`config.mk`:
```
export PLATFORM = sky130hd
export DESIGN_NAME = irq_arbiter
export DESIGN_NICKNAME = d
export VERILOG_FILES = /design/src/rtl/irq_arbiter_pkg.sv /design/src/rtl/irq_sync_edge.sv /design/src/rtl/irq_arbiter.sv
export SDC_FILE = /design/constraint.sdc
export NUM_CORES = 1
export LEC_CHECK = 0
export CORE_UTILIZATION = 44
export DETAILED_ROUTE_END_ITERATION = 16
export GPL_TIMING_DRIVEN = 0
export PLACE_DENSITY = 0.82
export SLEW_MARGIN = 25
export SYNTH_ARGS = -nofsm -noshare
export SYNTH_HDL_FRONTEND = slang
export SYNTH_SLANG_ARGS = --single-unit
```
`constraint.sdc`:
```
create_clock -name clk -period 2 [get_ports clk]
set_input_delay 0.5 -clock clk [delete_from_list [all_inputs] [get_ports clk]]
set_output_delay 0.5 -clock clk [all_outputs]
set_load 0.02 [all_outputs]
```
`src/rtl/irq_arbiter_pkg.sv`:
```
// Shared definitions for the interrupt request arbiter.
//   INT_PRIO_W       width of the priority presented to intc
//   INT_VEC_W        width of the interrupt vector presented to intc
//   VEC_BASE_DEFAULT vector of source 0 unless overridden
//   irq_state_t      presentation FSM state encoding
package irq_arbiter_pkg;

   localparam int INT_PRIO_W = 3;
   localparam int INT_VEC_W  = 8;
   localparam logic [INT_VEC_W-1:0] VEC_BASE_DEFAULT = 8'h80;

   typedef enum logic [1:0] {
      IRQ_IDLE    = 2'd0,
      IRQ_PRESENT = 2'd1,
      IRQ_ACKED   = 2'd2
   } irq_state_t;

endpackage

```
`src/rtl/irq_sync_edge.sv`:
```
// Two-flop synchronizer plus rising-edge detector for one raw request line.
// Ports:
//   clk    in   system clock
//   rst_n  in   async active-low reset
//   req    in   raw asynchronous request level
//   rise   out  one-cycle pulse: a synchronized low->high transition was seen
module irq_sync_edge (
   input  logic clk,
   input  logic rst_n,
   input  logic req,
   output logic rise
);

   logic sync1;
   logic sync2;
   logic prev;
   logic fill1;
   logic fill2;
   logic armed;

   // fill1/fill2 track when sync2 holds a real sample rather than its reset
   // value. A rise is only accepted once a genuine low has been observed, so
   // a request that is still high when reset is released is not mistaken
   // for a new one.
   always_ff @(posedge clk or negedge rst_n) begin
      if (!rst_n) begin
         sync1 <= 1'b0;
         sync2 <= 1'b0;
         prev  <= 1'b0;
         fill1 <= 1'b0;
         fill2 <= 1'b0;
         armed <= 1'b0;
      end else begin
         sync1 <= req;
         sync2 <= sync1;
         prev  <= sync2;
         fill1 <= 1'b1;
         fill2 <= fill1;
         if (fill2 && !sync2) begin
            armed <= 1'b1;
         end
      end
   end

   assign rise = armed & sync2 & ~prev;

endmodule

```
`src/rtl/irq_arbiter.sv`:
```
// Interrupt request arbiter: latches device requests as pending, selects the
// highest-priority enabled pending source and presents it to intc until the
// control FSM acknowledges it.
// Ports:
//   clk           in   system clock
//   rst_n         in   async active-low reset
//   irq_req       in   raw device requests (rising edge = new request)
//   ld_ie         in   load enable mask from bus[NUM_SRC-1:0]
//   bus           in   16-bit datapath bus
//   int_ack       in   one-cycle pulse: presented interrupt has been taken
//   int_priority  out  priority of presented source, 0 = none
//   int_vec       out  vector of presented source
//   irq_pending   out  pending bits
//   irq_ie        out  enable mask
module irq_arbiter
   import irq_arbiter_pkg::*;
#(
   parameter int                      NUM_SRC  = 4,
   parameter logic [3*NUM_SRC-1:0]    SRC_PRIO = 12'b100_100_100_100,
   parameter logic [INT_VEC_W-1:0]    VEC_BASE = VEC_BASE_DEFAULT
) (
   input  logic                  clk,
   input  logic                  rst_n,
   input  logic [NUM_SRC-1:0]    irq_req,
   input  logic                  ld_ie,
   input  logic [15:0]           bus,
   input  logic                  int_ack,
   output logic [INT_PRIO_W-1:0] int_priority,
   output logic [INT_VEC_W-1:0]  int_vec,
   output logic [NUM_SRC-1:0]    irq_pending,
   output logic [NUM_SRC-1:0]    irq_ie
);

   localparam int IDX_W = (NUM_SRC > 1) ? $clog2(NUM_SRC) : 1;

   irq_state_t state_q;
   irq_state_t state_d;

   logic [NUM_SRC-1:0]    rise;
   logic [NUM_SRC-1:0]    elig;
   logic [NUM_SRC-1:0]    clr_mask;
   logic [IDX_W-1:0]      sel_idx;
   logic [IDX_W-1:0]      sel_d;
   logic [INT_PRIO_W-1:0] prio_d;
   logic [INT_VEC_W-1:0]  vec_d;
   logic                  clr;
   logic                  sel_live;

   logic                  cand_found;
   logic [INT_PRIO_W-1:0] cand_prio;
   logic [IDX_W-1:0]      cand_idx;

   for (genvar g = 0; g < NUM_SRC; g++) begin : g_sync
      irq_sync_edge u_sync (
         .clk   (clk),
         .rst_n (rst_n),
         .req   (irq_req[g]),
         .rise  (rise[g])
      );
   end

   assign elig     = irq_pending & irq_ie;
   assign sel_live = elig[sel_idx];

   // Strict '>' keeps the lowest index among equal maxima, and a source whose
   // priority is 0 can never beat the initial value, so it never presents.
   always_comb begin
      cand_found = 1'b0;
      cand_prio  = '0;
      cand_idx   = '0;
      for (int i = 0; i < NUM_SRC; i++) begin
         if (elig[i] && (SRC_PRIO[3*i +: 3] > cand_prio)) begin
            cand_found = 1'b1;
            cand_prio  = SRC_PRIO[3*i +: 3];
            cand_idx   = IDX_W'(i);
         end
      end
   end

   always_ff @(posedge clk or negedge rst_n) begin
      if (!rst_n) begin
         state_q      <= IRQ_IDLE;
         int_priority <= '0;
         int_vec      <= '0;
         sel_idx      <= '0;
      end else begin
         state_q      <= state_d;
         int_priority <= prio_d;
         int_vec      <= vec_d;
         sel_idx      <= sel_d;
      end
   end

   // While PRESENT, int_priority holds the presented source's priority, so it
   // doubles as the reference for preemption. An ack takes precedence over a
   // preempt in the same cycle: the control FSM has already taken the vector.
   always_comb begin
      state_d = state_q;
      prio_d  = int_priority;
      vec_d   = int_vec;
      sel_d   = sel_idx;
      clr     = 1'b0;
      case (state_q)
         IRQ_IDLE: begin
            prio_d = '0;
            vec_d  = '0;
            if (cand_found) begin
               state_d = IRQ_PRESENT;
               prio_d  = cand_prio;
               vec_d   = VEC_BASE + INT_VEC_W'(cand_idx);
               sel_d   = cand_idx;
            end
         end
         IRQ_PRESENT: begin
            if (int_ack) begin
               state_d = IRQ_ACKED;
               prio_d  = '0;
               vec_d   = '0;
               clr     = 1'b1;
            end else if (!sel_live) begin
               state_d = IRQ_IDLE;
               prio_d  = '0;
               vec_d   = '0;
            end else if (cand_prio > int_priority) begin
               prio_d = cand_prio;
               vec_d  = VEC_BASE + INT_VEC_W'(cand_idx);
               sel_d  = cand_idx;
            end
         end
         IRQ_ACKED: begin
            state_d = IRQ_IDLE;
            prio_d  = '0;
            vec_d   = '0;
         end
         default: begin
            state_d = IRQ_IDLE;
            prio_d  = '0;
            vec_d   = '0;
         end
      endcase
   end

   always_comb begin
      clr_mask = '0;
      if (clr) begin
         clr_mask[sel_idx] = 1'b1;
      end
   end

   // A new edge on the source being acknowledged wins over the clear.
   always_ff @(posedge clk or negedge rst_n) begin
      if (!rst_n) begin
         irq_pending <= '0;
         irq_ie      <= '0;
      end else begin
         irq_pending <= rise | (irq_pending & ~clr_mask);
         if (ld_ie) begin
            irq_ie <= bus[NUM_SRC-1:0];
         end
      end
   end

endmodule

```
* Yosys cells after proc, flatten, opt, wreduce, memory -nomap -nowiden *
Cells that the tools add are included.
W data, S select, Z words.

word-level totals
  input bits = 24
  memory bits (read-only) = 0
  register bits = 41
  memories kept = 0
  bits in latches = 0
  logic and storage cells = 107
  bits in writable memories = 0
  output and inout bits = 19

cells by class
  add/sub/neg operators = 1
  reduce and logical (&&, ||, !) cells = 16
  shift operators = 0
  multiplexer cells = 37
  multipliers = 0
  bitwise gates (word level) = 16
  $lt $le $gt $ge = 6
  divide/modulo/power cells = 0
  eq/ne operators = 7

operators by type and width
  operator               count
  $mux W8                4
  $mux W3                8
  $mux W2                9
  $pmux W8 S2            1
  $gt A3 B3 Y1 const A   3
  $mux W1                9
  $add A8 B2 Y8 const A  1
  $and A1 B1 Y1          8
  $and A4 B4 Y4          2
  $logic_and A1 B1 Y1    8
  $ne A2 B2 Y1 const B   4
  $pmux W2 S2            2
  $pmux W3 S2            1
  $reduce_and A5 Y1      1
  $logic_not A1 Y1       4
  $mux W4                1
  $ne A4 B4 Y1 const B   1
  $not A1 Y1             4
  $not A4 Y4             1
  $or A4 B4 Y4           1
  $gt A3 B3 Y1           1
  $lt A2 B3 Y1 const B   1
  $ne A3 B3 Y1 const B   1
  $bmux W1 S2            1
  6 further kinds        6

* Logic depth before layout (Yosys ltp) *
  depth after elaboration = 16
  gate-level depth with buffers = 6
  gate-level depth less buffers = 5

* Cells and area by module *
A second synthesis with hierarchy kept.

unflattened totals
  cell total of the unflattened synthesis = 109
  area total of the unflattened synthesis = 1,482.7 um2

by module, submodules not included
  module         cells each  sequential area each (um2)  area each (um2)  times used
  irq_arbiter    69          400.4                       772.0            1
  irq_sync_edge  10          150.1                       177.7            4

* Least setup slack after synthesis *
Ideal clock, no wire load.

  kind = flip-flop to flip-flop
  start = reg irq_pending[2]
  end = reg sel_idx[0]
  data required time = 1.872 ns
  slack = 0.258 ns
  setup time = 0.128 ns
  cell stages (with the launch flop) = 6
  arrival = 1.614 ns
  path through = dfrtp_1 nand2_1 o211a_1 o21a_1 a211oi_2 mux2_1

between the ends
  longest elaborated chain between the ends = 10

ends and longest elaborated chain
  element                                                               RTL line            source
  from (decl)                                                           irq_arbiter.sv:30   output logic [NUM_SRC-1:0] irq_pending,
  from (signal assigned)                                                irq_arbiter.sv:156  irq_pending <= rise | (irq_pending & ~clr_mask);
  $and A4 B4 Y4 (*)                                                     irq_arbiter.sv:62   assign elig = irq_pending & irq_ie;
  parallel branches: the longest is 9 deep, another holds $gt A3 B3 Y1  n/a
  to (signal assigned)                                                  irq_arbiter.sv:90   sel_idx <= sel_d;
  to (decl)                                                             irq_arbiter.sv:42   logic [IDX_W-1:0] sel_idx;

Every way passes the cells marked *. The select of a mux whose other input is x is not followed.
A chain may end at the register's enable or synchronous reset.

* Worst setup path after layout *
  start = reg irq_ie[0]
  end = out irq_ie[0]

RTL lines
  element                 RTL line            source
  from (decl)             irq_arbiter.sv:31   output logic [NUM_SRC-1:0] irq_ie
  from (signal assigned)  irq_arbiter.sv:158  irq_ie <= bus[NUM_SRC-1:0];

No word-level cell between the ends.

==> results.txt <==
Number of max-cap violations - 0
Inserted Clock Buffers - 5
Largest net degree at the start of global routing - 29
Post-synth top cells - dfrtp_1 (34), buf_4 (8), nand2_1 (8), o21ai_0 (8), inv_1 (5)
Worst Setup Start Kind - flop
Worst r2r src - irq_ie[2]$_DFFE_PN0P_
Setup TNS - 0 ps
Number of flops mapped to enable cells by yosys - 0
Root buffer cell - clkbuf_4
Syn Area/Cell - 13.0 sq um
Nature of the critical path endpoint - output port
RSZ-0062 raised after global routing - no
Die width - 55.8 um
First-pass GRT wire length - 3.65 mm
Routed wire per std cell - 12.9 um
Synth area leader - dfrtp_1
Ys Warns - 0
Period utilization - 94.7%
Pre-Repair DR Iteration Count - 4
H-tree depth - 2
Cell family with most CP delay - buffers and inverters
M1 GR Usage - 18.0%
Reg2reg path depth - 5
Detailed-route DRC error count - 0
Total gr overflow - 0
Clk_skew - 6.93 ps
Synth area leaders - dfrtp_1 (67%), buf_4 (4.7%), mux2_2 (3.5%), o21ai_0 (3.1%), a21o_1 (2.4%)
Hold Path Class - flop to flop
Met2 usage - 25.5%
Initial antenna violation count - 0
Synthesized flop and latch total - 34
CTS tree - built
HP Start - g_sync[3].u_sync.sync1$_DFF_PN0_
Most frequent cell after synthesis - dfrtp_1
Syn-to-layout area delta - 30.9%
Post-synth top flop - dfrtp_1
CTS resizes - 0
CP max FO - 5
GR Util All Layers - 15.5%
Max incr delay on CP - 630 ps
# nets final - 160
Data arrival time of the critical path - 1390 ps
Clock sink count - 34
DRT Wirelength - 2.17 mm
Netlist Area Pre-Place - 1270 sq um
FFs w/ async S/R, synth - 100%
Starting Density - 46.2%
Cells after DPL - 159
Core area - 2760 sq um
I/O pin total - 43
Min-Delay Path Depth - 0
Placer Congestion - 0.829
Slew Viols, Final - 0
Via density per instance - 5.08
Total Power - 2080 uW
Cell Pwr Density - 1250 nW/um^2
FMAX - 528 MHz
CTS clk-pin slew, worst paths - 100 ps
Leakage - 0.000767 uW
Hold endpoint - g_sync[3].u_sync.sync2$_DFF_PN0_
VDD IR max - 0.846 mV
Chip Height - 55.8 um
Routed via count - 854
Ratio of cells with drive above 1 in the final layout - 19.7%
Share of the synthesized area in the top cell type - 66.7%
Cells along the critical path - clkdlybuf4s50_1
# setup viols final - 0
Final instance count without filler cells - 168
CP Data Required Time - 1500 ps
Distinct cell type count after synthesis - 27
ANT nets after route - 0
Worst setup margin - 106 ps
WP buf/inv - 1
Grt peak-use layer - met2
Crit path kind - flop to output port
Clock latency on the worst-skew pair - 320 ps
Pre-CTS WS - -197 ps
Count of input and output buffers - 23
Max Root-Sink Buffers - 2
Antenna cells - 0
Starting DRT DRC Count - 28
Grt met3 use - 5.58%
Number of global-route vias before repair - 824
DIE AREA - 3120 sq um
Core Rows - 19
Outcome - finished clean
HPWL after DPL - 1.64 mm
Slowest cell on the critical path - clkdlybuf4s50_1
Crit path time final - 1890 ps
Post-Syn Instances - 98
Fin. Hold Viols - 0
FF-to-FF End - sel_idx[1]$_DFFE_PN0P_
Post-synthesis sequential area ratio - 66.7%
R2r setup slk - 160 ps
[final cells by class]
| class | instances | area [sq um] |
|---|---|---|
| Tap cell | 31 | 38.8 |
| Sequential cell | 34 | 851 |
| Timing Repair Buffer | 25 | 255 |
| Clock inverter | 3 | 40.0 |
| Clock buffer | 5 | 37.5 |
| Multi-Input combinational cell | 56 | 364 |
| Fill cell | 232 | 1090 |
| Inverter | 6 | 22.5 |
| Buffer | 8 | 60.1 |
[how the worst max path moves through the flow]
stage | start | end | slack, ps | depth (start not counted)
floorplan | irq_pending[2]$_DFF_PN0_ | sel_idx[0]$_DFFE_PN0P_ | 260 | 5
global placement | rst_n | g_sync[3].u_sync.sync1$_DFF_PN0_ | -170 | 1
detailed placement | int_ack | sel_idx[1]$_DFFE_PN0P_ | -200 | 4
CTS | irq_ie[0]$_DFFE_PN0P_ | irq_ie[0] | 100 | 1
global route | irq_ie[3]$_DFFE_PN0P_ | irq_ie[3] | 40 | 1
finish | irq_ie[0]$_DFFE_PN0P_ | irq_ie[0] | 110 | 1
[flip-flops by register name, summed over array words and instances, names as in the netlist]
register / flops
g_sync.u_sync.armed: 4
g_sync.u_sync.prev: 4
g_sync.u_sync.sync1: 4
g_sync.u_sync.sync2: 4
irq_ie: 4
irq_pending: 4
int_vec: 3
sel_idx: 2
state_q: 2
g_sync.u_sync.fill2: 1
g_sync.u_sync.fill1: 1
int_priority: 1
[logic make-up after synthesis]
| family | Yosys count | synth area share (%) |
|---|---|---|
| flip-flops | 34 | 66.7 |
| AND/OR/NAND/NOR | 15 | 5.69 |
| AO/OA/AOI/OAI | 27 | 15.2 |
| buffers and inverters | 14 | 6.48 |
| multiplexers | 6 | 5.30 |
| other | 2 | 0.589 |
[metal layers]
metal | share of wire [%] | wire, um | vias to the layer above
met1 | 42 | 905 | 407
met2 | 48 | 1040 | 38
met3 | 7.2 | 155 | 8
li1 | - | - | 401
met5 | 0 | 0 | -
met4 | 3.0 | 65 | 0
[cells in the final DEF (no fill, tap or decap), drive strengths merged, types with 4 or more instances in the layout]
cell type and instances:
clkdlybuf4s50 22, dfrtp 34, mux2 6, inv 6, buf 10, conb 8
o21ai 8, clkbuf 5, a21o 4, nand2 8
[metrics by stage]
step	cell area [sq um]	hold slack [ps]	util (%)
floorplan	1300	204	-
global placement	1570	332	56.8
detailed placement	1580	335	57.4
CTS	1670	358	60.5
global route	1670	366	60.5
finish	1670	356	60.5
[power by group]
group,internal (uW),switching (uW),leakage (uW)
Clock,259,216,0.0000450
Combinational,331,350,0.000338
Sequential,813,114,0.000384
Total,1400,681,0.000767
[repair_timing]
item                                   4_1_cts  5_1_grt
hold buffers                                 1        0
buffers inserted                             0        0
endpoints found under the hold margin        6        0
Power figures use the tool's default switching activity.
==> RTL edit, RTL diff (same settings) <==
`irq_pending` no longer has a reset.
--- a/src/rtl/irq_arbiter.sv
+++ b/src/rtl/irq_arbiter.sv
@@ -152,6 +152,4 @@
       if (!rst_n) begin
-         irq_pending <= '0;
          irq_ie      <= '0;
       end else begin
-         irq_pending <= rise | (irq_pending & ~clr_mask);
          if (ld_ie) begin
@@ -162,2 +160,6 @@
 
+   always_ff @(posedge clk) begin
+      irq_pending <= rise | (irq_pending & ~clr_mask);
+   end
+
 endmodule
Behaviour: differs if rst_n is asserted again (counterexample within 10 cycles, from zero or initial values and one cycle with rst_n low); with rst_n held inactive, the same outputs for 10 cycles.
==> RTL edit against the original RTL <==
  * Clock skew is 2.3 ps lower
  * Area after synthesis is 1.6% lower
  * Wire length is 3.3% lower
  * Register-to-register slack hardly changed
  * Die area is 1.5% lower
  * Total power is 7.6% higher
  * Cell area is 0.97% lower
  * Via count is 2.0% lower
  * Critical path type unchanged
  * Sequential cell count stayed put
  * First-iteration DRC count is 29% lower
  * Worst setup slack worse by 12 ps
==> RTL edit: results (changes against the original RTL) <==
| Metric | Value |
|---|---|
| Vias in the first global route | 885 (+7.4%) |
| Worst r2r dst | sel_idx[0]$_DFFE_PN0P_ |
| Post-synth cell types | 28 (+3.7%) |
| Detailed Route Iter0 Violations | 20 (-29%) |
| Share of cells above drive strength 1 | 19.3% (-0.45 points) |
| Final layout net count | 158 (-1.3%) |
| Maximum VDD drop | 979 uV (+16%) |
| WL met1 | 904 um (-0.11%) |
| Routability Congestion | 0.868 (+4.6%) |
| Crit path launch | irq_ie[3]$_DFFE_PN0P_ |
| Asr flop ratio synth | 88.2% (-12 points) |
| WL/cell | 12.6 um (-2.1%) |
| Vias | 837 (-2.0%) |
| Largest net degree at the start of global routing | 31 (+6.9%) |
| Met3 WL | 115 um (-26%) |
| Sequential fraction of the synthesis area | 66.2% (-0.53 points) |
| Pleak | 0.762 nW (-0.69%) |
| Status | completed |
| Final Skew | 4.59 ps (-2.33 ps) |
| Dpl hpwl | 1520 um (-7.8%) |
| Sw Ratio | 30.3% (-2.3 points) |
| Reg2reg start | sel_idx[0]$_DFFE_PN0P_ |
| First-pass GRT wire length | 3710 um (+1.7%) |
| Total power | 2.24 mW (+7.6%) |
| Compound-cell area share of the yosys netlist | 15.5% (+0.24 points) |
| Fillers | 212 (-8.6%) |
| Synth area leaders | dfrtp_1 (60%), dfxtp_1 (6.4%), buf_4 (4.8%) |
| Combinational Power Share | 29.7% (-3.0 points) |
| Clock power share | 28.8% (+6.0 points) |
| GR Layer Usage met3 | 4.45% (-1.1 points) |
| DR WL met2 | 1020 um (-2.1%) |
-- RTL edit: cell types whose count changed in the layout (fill, tap and decap cells not counted) --
| cell | change |
|---|---|
| clkinv_2 | -2 |
| dfrtp_1 | -4 |
| clkbuf_8 | +1 |
| dfxtp_1 | +4 |
| buf_12 | -1 |
| bufinv_16 | +1 |
| dlygate4sd3_1 | -1 |
-- RTL edit: layout make-up --
class,instances,area share [%]
Clock inverter,2,3.63
Multi-Input combinational cell,56,22.0
Sequential cell,34,50.3
Timing Repair Buffer,23,13.6
Tap cell,31,2.35
Inverter,6,1.36
Clock buffer,6,3.10
Buffer,8,3.63
-- RTL edit: stage by stage --
stage	area, sq um	std cells	util (%)	hold WS, ps
5_1_grt	1650	166	60.5	213
4_1_cts	1650	166	60.5	185
2_1_floorplan	1280	104	-	204
6_report	1650	166	60.5	169
3_5_place_dp	1540	158	56.4	337
3_3_place_gp	1550	158	56.6	332
